--- config.mk ---
export PLATFORM = sky130hd
export DESIGN_NAME = ps2_host_tx
export DESIGN_NICKNAME = d
export VERILOG_FILES = /design/src/rtl/ps2_host_tx_pkg.sv /design/src/rtl/ps2_host_tx_line_sync.sv /design/src/rtl/ps2_host_tx.sv
export SDC_FILE = /design/constraint.sdc
export NUM_CORES = 1
export LEC_CHECK = 0
export CORE_MARGIN = 2
export CORE_UTILIZATION = 45
export CTS_CLUSTER_DIAMETER = 60
export DETAILED_ROUTE_END_ITERATION = 12
export GPL_ROUTABILITY_DRIVEN = 0
export SLEW_MARGIN = 5
export SYNTH_ARGS = -nofsm -noshare
export SYNTH_HDL_FRONTEND = slang
export SYNTH_SLANG_ARGS = --single-unit
--- constraint.sdc ---
create_clock -name clk -period 2.2 [get_ports clk]
set_input_delay 0.55 -clock clk [delete_from_list [all_inputs] [get_ports clk]]
set_output_delay 0.55 -clock clk [all_outputs]
set_load 0.02 [all_outputs]
--- src/rtl/ps2_host_tx_pkg.sv ---
// Shared types and constants for the PS/2 host-to-device transmitter.
// Holds the FSM state encoding, default timing limits, command bytes and the frame layout.
package ps2_host_tx_pkg;

    localparam int unsigned INHIBIT_CYCLES_DEF = 12000;
    localparam int unsigned TIMEOUT_CYCLES_DEF = 2000000;

    localparam int unsigned FRAME_W   = 11;
    localparam int unsigned BIT_CNT_W = 4;
    localparam int unsigned LAST_FALL = 10;

    localparam logic [7:0] CMD_SET_LEDS = 8'hED;
    localparam logic [7:0] CMD_ENABLE   = 8'hF4;
    localparam logic [7:0] CMD_RESET    = 8'hFF;

    typedef enum logic [2:0] {
        ST_IDLE,
        ST_INHIBIT,
        ST_RTS,
        ST_BITS,
        ST_ACK,
        ST_RELEASE
    } state_t;

    // Wire order of one host-to-device frame; the start bit sits in the LSB.
    typedef struct packed {
        logic       stop;
        logic       parity;
        logic [7:0] data;
        logic       start;
    } frame_t;

    function automatic frame_t build_frame(input logic [7:0] data);
        frame_t f;
        f.stop   = 1'b1;
        f.parity = ~^data;
        f.data   = data;
        f.start  = 1'b0;
        return f;
    endfunction

endpackage

--- src/rtl/ps2_host_tx_line_sync.sv ---
// Two-flop synchronizer for one raw PS/2 pin plus a falling-edge strobe.
// Module name ps2_line_sync so the PS/2 receiver can share it.
module ps2_line_sync (
    input  logic clk,
    input  logic rst_n,
    input  logic line,
    output logic level,
    output logic fall_c
);

    logic meta_q;
    logic sync_q;
    logic prev_q;

    // Idle bus level is high, so reset to 1 to avoid a spurious fall.
    always_ff @(posedge clk or negedge rst_n) begin
        if (!rst_n) begin
            meta_q <= 1'b1;
            sync_q <= 1'b1;
            prev_q <= 1'b1;
        end else begin
            meta_q <= line;
            sync_q <= meta_q;
            prev_q <= sync_q;
        end
    end

    assign level  = sync_q;
    assign fall_c = prev_q & ~sync_q;

endmodule

--- src/rtl/ps2_host_tx.sv ---
// PS/2 host-to-device transmitter: inhibit, request-to-send, 8 data bits, odd parity, stop, ACK.
// Optional watchdog enabled by defining PS2_TX_TIMEOUT_EN.
module ps2_host_tx
    import ps2_host_tx_pkg::*;
#(
    parameter int unsigned INHIBIT_CYCLES = INHIBIT_CYCLES_DEF,
    parameter int unsigned TIMEOUT_CYCLES = TIMEOUT_CYCLES_DEF
) (
    input  logic       clk,
    input  logic       rst_n,
    input  logic       tx_valid,
    input  logic [7:0] tx_data,
    output logic       tx_ready,
    input  logic       ps2_clk_in,
    input  logic       ps2_data_in,
    output logic       ps2_clk_oe,
    output logic       ps2_data_oe,
    output logic       busy,
    output logic       done,
    output logic       ack_err
);

    localparam int unsigned INH_W = $clog2(INHIBIT_CYCLES + 1);

    logic clk_sync;
    logic clk_fall;
    logic data_sync;
    logic unused_data_fall;

    ps2_line_sync u_clk_sync (
        .clk    (clk),
        .rst_n  (rst_n),
        .line   (ps2_clk_in),
        .level  (clk_sync),
        .fall_c (clk_fall)
    );

    ps2_line_sync u_data_sync (
        .clk    (clk),
        .rst_n  (rst_n),
        .line   (ps2_data_in),
        .level  (data_sync),
        .fall_c (unused_data_fall)
    );

    state_t               state_q, state_d;
    logic [FRAME_W-1:0]   shift_q, shift_d;
    logic [BIT_CNT_W-1:0] bit_cnt_q, bit_cnt_d;
    logic [INH_W-1:0]     inh_cnt_q, inh_cnt_d;
    logic                 err_q, err_d;
    logic                 tx_ready_d, busy_d, done_d, ack_err_d;
    logic                 clk_oe_d, data_oe_d;
    logic                 timeout_c;

`ifdef PS2_TX_TIMEOUT_EN
    localparam int unsigned TO_W = $clog2(TIMEOUT_CYCLES + 1);

    logic [TO_W-1:0] to_cnt_q;

    // Reloaded while idle so the accept cycle counts as the first transfer cycle.
    always_ff @(posedge clk or negedge rst_n) begin
        if (!rst_n) begin
            to_cnt_q <= '0;
        end else if (state_q == ST_IDLE) begin
            to_cnt_q <= TO_W'(1);
        end else begin
            to_cnt_q <= to_cnt_q + TO_W'(1);
        end
    end

    assign timeout_c = (state_q != ST_IDLE) && (to_cnt_q == TO_W'(TIMEOUT_CYCLES - 1));
`else
    logic unused_timeout;

    assign timeout_c      = 1'b0;
    assign unused_timeout = ^TIMEOUT_CYCLES;
`endif

    // Next-state and next-output logic; outputs are registered below.
    always_comb begin
        state_d    = state_q;
        shift_d    = shift_q;
        bit_cnt_d  = bit_cnt_q;
        inh_cnt_d  = inh_cnt_q;
        err_d      = err_q;
        clk_oe_d   = ps2_clk_oe;
        data_oe_d  = ps2_data_oe;
        done_d     = 1'b0;
        ack_err_d  = 1'b0;

        unique case (state_q)
            ST_IDLE: begin
                clk_oe_d  = 1'b0;
                data_oe_d = 1'b0;
                if (tx_valid) begin
                    shift_d   = build_frame(tx_data);
                    inh_cnt_d = '0;
                    err_d     = 1'b0;
                    clk_oe_d  = 1'b1;
                    state_d   = ST_INHIBIT;
                end
            end
            ST_INHIBIT: begin
                if (inh_cnt_q == INH_W'(INHIBIT_CYCLES - 1)) begin
                    data_oe_d = 1'b1;
                    shift_d   = {1'b1, shift_q[FRAME_W-1:1]};
                    state_d   = ST_RTS;
                end else begin
                    inh_cnt_d = inh_cnt_q + INH_W'(1);
                end
            end
            ST_RTS: begin
                clk_oe_d  = 1'b0;
                bit_cnt_d = '0;
                state_d   = ST_BITS;
            end
            // Device samples on its rising edge, so the next bit goes out after each fall.
            ST_BITS: begin
                if (clk_fall) begin
                    data_oe_d = ~shift_q[0];
                    shift_d   = {1'b1, shift_q[FRAME_W-1:1]};
                    bit_cnt_d = bit_cnt_q + BIT_CNT_W'(1);
                    if (bit_cnt_q == BIT_CNT_W'(LAST_FALL - 1)) begin
                        state_d = ST_ACK;
                    end
                end
            end
            ST_ACK: begin
                if (clk_fall) begin
                    err_d   = data_sync;
                    state_d = ST_RELEASE;
                end
            end
            ST_RELEASE: begin
                if (clk_sync && data_sync) begin
                    done_d    = 1'b1;
                    ack_err_d = err_q;
                    state_d   = ST_IDLE;
                end
            end
            default: begin
                state_d = ST_IDLE;
            end
        endcase

        if (timeout_c) begin
            clk_oe_d  = 1'b0;
            data_oe_d = 1'b0;
            done_d    = 1'b1;
            ack_err_d = 1'b1;
            state_d   = ST_IDLE;
        end

        tx_ready_d = (state_d == ST_IDLE);
        busy_d     = (state_d != ST_IDLE);
    end

    always_ff @(posedge clk or negedge rst_n) begin
        if (!rst_n) begin
            state_q     <= ST_IDLE;
            shift_q     <= '1;
            bit_cnt_q   <= '0;
            inh_cnt_q   <= '0;
            err_q       <= 1'b0;
            tx_ready    <= 1'b1;
            busy        <= 1'b0;
            done        <= 1'b0;
            ack_err     <= 1'b0;
            ps2_clk_oe  <= 1'b0;
            ps2_data_oe <= 1'b0;
        end else begin
            state_q     <= state_d;
            shift_q     <= shift_d;
            bit_cnt_q   <= bit_cnt_d;
            inh_cnt_q   <= inh_cnt_d;
            err_q       <= err_d;
            tx_ready    <= tx_ready_d;
            busy        <= busy_d;
            done        <= done_d;
            ack_err     <= ack_err_d;
            ps2_clk_oe  <= clk_oe_d;
            ps2_data_oe <= data_oe_d;
        end
    end

endmodule

* Word level (Yosys, flattened, before mapping)
Index checks and enable logic that the tools add are counted.
** Word-level totals
- Flip-flop bits (word level) :: 44
- Bits of input ports :: 13
- Output and inout port bits :: 6
- Logic and storage cells :: 76
** Cells by class
- $add $sub $neg :: 2
- Equality and inequality tests :: 12
- Muxes and demuxes :: 28
- Bitwise logic cells :: 3
- Reductions and logical operators :: 15
** Operator list (count)
- 11-bit two-way mux :: 3
- 11-bit one-hot mux with 3 select lines :: 1
- 14-bit two-way mux :: 2
- 14-bit one-hot mux with 2 select lines :: 1
- 3-bit two-way mux :: 6
- 3-bit one-hot mux with 6 select lines :: 1
- 14-bit by 1-bit adder with 14-bit output, second input constant :: 1
- 14-bit == test, second input constant :: 1
- 2-bit inequality test, second input constant :: 5
- 1-bit two-way mux :: 9
- 3-bit AND reduction :: 3
- 4-bit one-hot mux with 2 select lines :: 1
- 2-bit nonzero test :: 4
- 8-bit XNOR reduction :: 1
- 3-bit by 2-bit == test with 1-bit output, second input constant :: 2
- 3-bit == test, second input constant :: 2
- 3-bit logical NOT :: 2
- 3-bit nonzero test :: 2
- 4-bit by 1-bit adder with 4-bit output, second input constant :: 1
- 4-bit == test, second input constant :: 1
- 4-bit two-way mux :: 1
- 1-bit one-hot mux with 2 select lines :: 2
- 4-bit AND reduction :: 1
- 3-bit by 1-bit == test with 1-bit output, second input constant :: 1
- 5 further kinds :: 6

* Depth between registers and ports, before layout
Gate-level depths: netlist (run 1).
- Word-level depth :: 5
- Depth in mapped cells :: 6
- Mapped depth without buffers :: 6

* Modules after synthesis
From an unflattened synthesis (run 1), not the netlist that was laid out.
** Second synthesis, totals
- Cell total of the unflattened synthesis :: 203
- Area, all modules :: 2313.5 um^2
** Modules (own cells, without submodules)
- ps2_host_tx :: instances 1, cells each 195, area each 2128.3 um^2, sequential area each 964.7 um^2
- ps2_line_sync :: instances 2, cells each 4, area each 92.6 um^2, sequential area each 78.8 um^2

* Worst setup path before layout (run 1)
No wires, ideal clock.
- Path kind :: register -> register
- Start point :: reg inh_cnt_q[0]
- End point :: reg shift_q[0]
- Library setup time :: 82 ps
- Arrival time :: 1819 ps
- Required time :: 2118 ps
- Slack :: 299 ps
- Stages on the path, launching flop included :: 6
- Path buffers :: 0
- Period minus slack after synthesis :: 1901 ps
- Path through :: dfrtp_1 -> ha_1 -> and4_1 -> nand4_2 -> a221oi_4 -> mux2_2
** On the way
- Word-level cells in the longest chain between the ends :: 3
** RTL lines
- start, declared :: line ps2_host_tx.sv:49 : logic [INH_W-1:0] inh_cnt_q, inh_cnt_d;
- start signal, assigned :: line ps2_host_tx.sv:175 : inh_cnt_q <= inh_cnt_d;
- 14-bit == test :: line ps2_host_tx.sv:104 : if (inh_cnt_q == INH_W'(INHIBIT_CYCLES - 1)) begin
- 2-bit inequality test (no line)
- 4-bit AND reduction (no line)
- end signal, assigned :: line ps2_host_tx.sv:173 : shift_q <= shift_d;
- end, declared :: line ps2_host_tx.sv:47 : logic [FRAME_W-1:0] shift_q, shift_d;
Every way passes these cells.
A chain may end at the register's enable or synchronous reset.

* Worst setup path after layout (run 1)
- Start point :: reg inh_cnt_q[0]
- End point :: reg shift_q[6]
The elaborated chain is that of the path after synthesis.

==> results of run 1 <==
## cells in the mapped netlist (all sizes together) (3+ instances only)
| library cell | n | area (sq um) |
|---|---|---|
| inv | 7 | 26.3 |
| ha | 3 | 37.5 |
| nor4 | 5 | 31.3 |
| or3 | 3 | 18.8 |
| buf | 5 | 22.5 |
| o21ai | 8 | 40.0 |
| nand3 | 10 | 50.1 |
| nand4 | 3 | 25.0 |
| mux2 | 19 | 214 |
| xnor2 | 11 | 96.3 |
| nand2 | 14 | 52.6 |
| o31ai | 3 | 22.5 |
| nor3 | 3 | 15.0 |
| mux2i | 3 | 30.0 |
| and3 | 3 | 18.8 |
| and4 | 3 | 26.3 |
| dfrtp | 27 | 676 |
| a21oi | 6 | 30.0 |
| nand2b | 6 | 37.5 |
| nor2 | 9 | 33.8 |
| dfstp | 16 | 420 |
| a22o | 4 | 35.0 |
| o22ai | 3 | 18.8 |
## power by group
group          switching (mW)  internal [mW]
combinational           0.323          0.386
clock                   0.272          0.453
sequential              0.171           1.05
## metal layers
layer	track usage [%]	wire length, um
met2	28.3	2070
met3	5.08	149
met4	6.46	61
met5	0	0
met1	23.8	2000
## final cells by class
class                           instances  area [sq um]
Inverter                                7          26.3
Timing Repair Buffer                   27           255
Multi-Input combinational cell        141          1040
Tap cell                               54          67.6
Clock buffer                            5          68.8
Sequential cell                        43          1100
Fill cell                             422          2070
Clock inverter                          3          67.6
## through the flow
| stage | instances | total power, mW | utilization [%] | instance area, sq um |
|---|---|---|---|---|
| after floorplan | 198 | 1.70 | - | 2190 |
| after global placement | 272 | 1.90 | 52.9 | 2480 |
| after detailed placement | 272 | 1.94 | 52.9 | 2480 |
| after CTS | 280 | 2.68 | 55.8 | 2620 |
| after global routing | 280 | 2.82 | 55.8 | 2620 |
| final | 280 | 2.65 | 55.8 | 2620 |
## cells by family after synthesis
| kind of cell | Yosys count | share of synthesized area [%] |
|---|---|---|
| AO/OA/AOI/OAI | 35 | 11.6 |
| XOR/XNOR | 12 | 4.80 |
| adder cells (fa/ha/maj) | 3 | 1.72 |
| buffers and inverters | 14 | 2.57 |
| flip-flops | 43 | 50.1 |
| multiplexers | 22 | 11.1 |
| AND/OR/NAND/NOR | 69 | 18.1 |
## sequential cells by signal, indices dropped and copies added (netlist names)
register	cells
bit_cnt_q	4
shift_q	10
tx_ready	1
u_clk_sync.prev_q	1
u_clk_sync.level	1
inh_cnt_q	14
ack_err	1
u_clk_sync.meta_q	1
busy	1
ps2_data_oe	1
u_data_sync.meta_q	1
state_q	3
done	1
ps2_clk_oe	1
u_data_sync.level	1
err_q	1
## how the worst max path moves through the flow
stage,startpoint,slack [ps],cells past startpoint,to
2_1_floorplan,inh_cnt_q[0],300,5,shift_q[0]
3_3_place_gp,tx_valid,190,5,shift_q[6]
3_5_place_dp,tx_valid,130,5,shift_q[2]
4_1_cts,inh_cnt_q[0],140,6,shift_q[2]
5_1_grt,inh_cnt_q[0],40,6,shift_q[2]
6_report,inh_cnt_q[0],140,6,shift_q[6]
## critical path, cell delays in order, from the launching register on
cell and delay [ps]:
dfrtp_1 390, ha_1 230, and4_1 270, nand4_2 210
a221oi_4 310, buf_4 220, mux2_2 350
==> impl_metrics.env, run 1 <==
export IMPL_mostFrequentLayoutCell="dfrtp_1"
export IMPL_htreeDepth=2
export IMPL_status="finished clean"
export IMPL_slew_violations=0
export IMPL_arrival_ps=2280
export IMPL_hold_buffers=0
export IMPL_cts_repair_timing_setup_buffer_count=0
export IMPL_crit_type="flop to flop"
export IMPL_setup_viol=0
export IMPL_synth_edff_count=0
export IMPL_grt_remaining_overflow=0
export IMPL_start_util_pct=46.6
export IMPL_cts_made_buffers=5
export IMPL_coreArea_sq_um=4690
export IMPL_cp_max_fo=10
export IMPL_power_density_nw_per_um2=1010
export IMPL_worst_slew_pin_slew_ps=507
export IMPL_grt_pass1_wl_um=7410
export IMPL_insertedDiodeCount=0
export IMPL_area_growth_pct=19.6
export IMPL_cts_tree="built"
export IMPL_finalHoldViolCount=0
export IMPL_setup_slack_ps=143
export IMPL_io_buffers=18
export IMPL_fmax_ghz=0.486
export IMPL_max_cap_viol_count=0
export IMPL_grt_total_usage_pct=18.0
export IMPL_finalSetupTns_ps=0
export IMPL_insertion_delay_ps=300
export IMPL_r2r_end="shift_q[6]"
export IMPL_synthFlopType="dfrtp_1"
export IMPL_first_pass_iters=4
export IMPL_reg2regPathDepth=6
export IMPL_worstPathRequired_ps=2420
export IMPL_ys_ff_latch=43
export IMPL_die_x_um=73.7
export IMPL_clk_pin_slew_ps=90
export IMPL_drt_iter0_drc=96
export IMPL_async_reset_ff_share_pct=100
export IMPL_skew_ps=9.42
export IMPL_yosysUniqueCellTypes=45
export IMPL_start_kind="flop"
export IMPL_ys_seq_area_share_pct=50.1
export IMPL_netlist_area_sq_um=2190
export IMPL_wirelength_um=4280
export IMPL_antenna_left=0
export IMPL_grt_pass1_vias=1595
export IMPL_leakagePower_nw=1.07
export IMPL_place_ws_ps=131
export IMPL_yosys_warnings=0
export IMPL_rsz0062_at_grt="no"
export IMPL_avgRoutedWirePerCell_um=15.3
export IMPL_drcViolationCount=0
export IMPL_whs_ps=211
export IMPL_layout_common_cells="27 x dfrtp_1, 19 x mux2_2, 17 x clkdlybuf4s50_1"
export IMPL_syn_instance_count=198
export IMPL_cts_resized=0
export IMPL_antenna_found_initial=0
export IMPL_clock_root_buffer="clkbuf_8"
export IMPL_syn_area_per_cell_sq_um=11.1
export IMPL_irDropWorstVdd_v=0.000541
export IMPL_grt_max_degree=24
export IMPL_relSlewSlack_pct=66.2
export IMPL_endpoint_kind="flop"
export IMPL_hold_path_class="input pin to async pin"
export IMPL_cts_path_max_buffers=2
export IMPL_rows=25
export IMPL_fin_crit_sh_pct=93.5
export IMPL_rr_startpoint="inh_cnt_q[0]"
export IMPL_dp_hpwl_um=3090
export IMPL_cts_num_sinks=43
export IMPL_viasPerCell=5.71
export IMPL_ios=19
export IMPL_nets=241
export IMPL_drive_gt1_share_pct=26.1
export IMPL_vias=1600
export IMPL_syn_num_nets=214
export IMPL_dieArea_sq_um=5440
export IMPL_rrSetupSlack_ps=140
export IMPL_min_period_ps=2060
export IMPL_chipHeight_um=73.7
No activity file was read; power rests on OpenSTA's default activity.
==> inputs of run 2 (changes only) <==
--- a/config.mk
+++ b/config.mk
@@ -8,8 +8,10 @@
 export CORE_MARGIN = 2
 export CORE_UTILIZATION = 45
 export CTS_CLUSTER_DIAMETER = 60
+export CTS_CLUSTER_SIZE = 8
 export DETAILED_ROUTE_END_ITERATION = 12
 export GPL_ROUTABILITY_DRIVEN = 0
+export PLACE_DENSITY_LB_ADDON = 0.25
 export SLEW_MARGIN = 5
 export SYNTH_ARGS = -nofsm -noshare
 export SYNTH_HDL_FRONTEND = slang
==> run 2 against run 1 <==
  * Largest cell class unchanged
  * Combinational power barely moved
  * Sequential power is essentially flat
  * Via count is 3.1% lower
  * Total power shrank 9.1%
  * Largest power group unchanged
  * Routed wire length down 8.3%
  * Clock skew is 4.6 ps lower
==> impl_metrics.env, run 2 (synthesized netlist as in run 1, its figures left out) <==
export IMPL_power_total_mw=2.41
export IMPL_nets=243
export IMPL_cts_resized=0
export IMPL_rows=25
export IMPL_final_cells=282
export IMPL_drive_gt1_share_pct=26.3
export IMPL_clk_pin_slew_ps=80
export IMPL_comb_power_share_pct=29.5
export IMPL_htreeDepth=2
export IMPL_finalSetupTns_ps=0
export IMPL_cts_repair_timing_setup_buffer_count=0
export IMPL_power_internal_mw=1.67
export IMPL_grt_total_usage_pct=16.5
export IMPL_swShare_pct=30.7
export IMPL_viasPerCell=5.50
export IMPL_grt_remaining_overflow=0
export IMPL_cts_path_max_buffers=2
export IMPL_relSlewSlack_pct=64.3
export IMPL_fmax_ghz=0.506
export IMPL_drt_iter0_drc=81
export IMPL_arrival_ps=2200
export IMPL_dieArea_sq_um=5440
export IMPL_hold_path_class="input pin to async pin"
export IMPL_setup_slack_ps=223
export IMPL_grt_pass1_wl_um=6870
export IMPL_finalHoldViolCount=0
export IMPL_insertedDiodeCount=0
export IMPL_first_pass_iters=4
export IMPL_area_growth_pct=18.0
export IMPL_dp_cells=274
export IMPL_irDropWorstVdd_v=0.000520
export IMPL_place_ws_ps=204
export IMPL_io_buffers=18
export IMPL_cts_tree="built"
export IMPL_grt_pass1_vias=1525
export IMPL_grt_max_degree=44
export IMPL_worst_slew_pin_slew_ps=535
export IMPL_fin_crit_sh_pct=89.9
export IMPL_antenna_found_initial=0
export IMPL_start_kind="flop"
export IMPL_dp_hpwl_um=2800
export IMPL_chipHeight_um=73.7
export IMPL_wirelength_um=3920
export IMPL_pwr_share_seq_pct=50.4
export IMPL_start_util_pct=46.6
export IMPL_largest_register="inh_cnt_q"
export IMPL_die_x_um=73.7
export IMPL_largest_register_ffs=14
export IMPL_max_cap_viol_count=0
export IMPL_avgRoutedWirePerCell_um=13.9
export IMPL_vias=1550
export IMPL_drcViolationCount=0
export IMPL_skew_ps=4.87
export IMPL_worstPathRequired_ps=2420
export IMPL_rsz0062_at_grt="no"
export IMPL_net_switching_power_mw=0.739
export IMPL_min_period_ps=1980
export IMPL_ios=19
export IMPL_cts_made_buffers=5
export IMPL_mostFrequentLayoutCell="dfrtp_1"
export IMPL_cp_max_fo=10
export IMPL_biggestRegsByFlops="inh_cnt_q: 14 flops, shift_q: 10 flops, bit_cnt_q: 4 flops"
export IMPL_power_density_nw_per_um2=934
export IMPL_clkPwrFrac_pct=20.1
export IMPL_endpoint_kind="flop"
export IMPL_antenna_left=0
export IMPL_crit_type="flop to flop"
export IMPL_setup_viol=0
export IMPL_insertion_delay_ps=290
export IMPL_status="finished clean"
export IMPL_cts_num_sinks=43
export IMPL_coreArea_sq_um=4690
export IMPL_hold_buffers=0
export IMPL_leakagePower_nw=1.05
export IMPL_layout_common_cells="27 x dfrtp_1, 19 x mux2_2, 17 x clkdlybuf4s50_1"
export IMPL_slew_violations=0
export IMPL_whs_ps=322
export IMPL_clock_root_buffer="clkbuf_8"
[run 2: area by class of cell]
class	instances	area, sq um
flip-flops and latches	43	1100
multi-input cells	141	1040
clock buffers	6	72.6
repair buffers	29	270
inverters	7	26.3
fillers	426	2110
well taps	54	67.6
clock inverters	2	12.5
[run 2: power by group through the flow]
stage	registers [mW]	clock network (mW)	logic, mW
floorplan	1.19	0	0.506
global placement	1.22	0	0.703
detailed placement	1.23	0	0.718
CTS	1.21	0.508	0.721
global route	1.25	0.540	0.797
finish	1.21	0.485	0.710
[run 2: metrics by stage]
stage | utilization [%] | instance area [sq um]
2_1_floorplan | - | 2190
3_3_place_gp | 53.2 | 2500
3_5_place_dp | 53.2 | 2500
4_1_cts | 55.0 | 2580
5_1_grt | 55.0 | 2580
6_report | 55.0 | 2580
[run 2: routing by layer]
layer,share of wire [%],global-route usage [%],up-vias
met5,0,0,-
met4,1.4,7.27,0
met3,2.7,3.29,6
met2,46,24.7,19
met1,50,23.2,746
li1,-,-,779
[run 2: final timing paths]
| path | start | end | slack, ps | cells past startpoint |
|---|---|---|---|---|
| min in group clk | u_clk_sync.meta_q | u_clk_sync.level | 360 | 0 |
| worst max-delay path | inh_cnt_q[0] | shift_q[6] | 220 | 6 |
| worst max register to register | inh_cnt_q[0] | shift_q[6] | 220 | 6 |
| max in group asynchronous | rst_n | u_clk_sync.level | 1500 | 2 |
| worst min register to register | u_clk_sync.meta_q | u_clk_sync.level | 360 | 0 |
| worst min-delay path | rst_n | inh_cnt_q[8] | 320 | 2 |
[run 2: worst max-delay path: stages, from the launching register on]
cell and delay, ps:
dfrtp_1 390, ha_1 220, and4_1 270, nand4_2 190, a221oi_4 340, buf_12 170, mux2_2 330
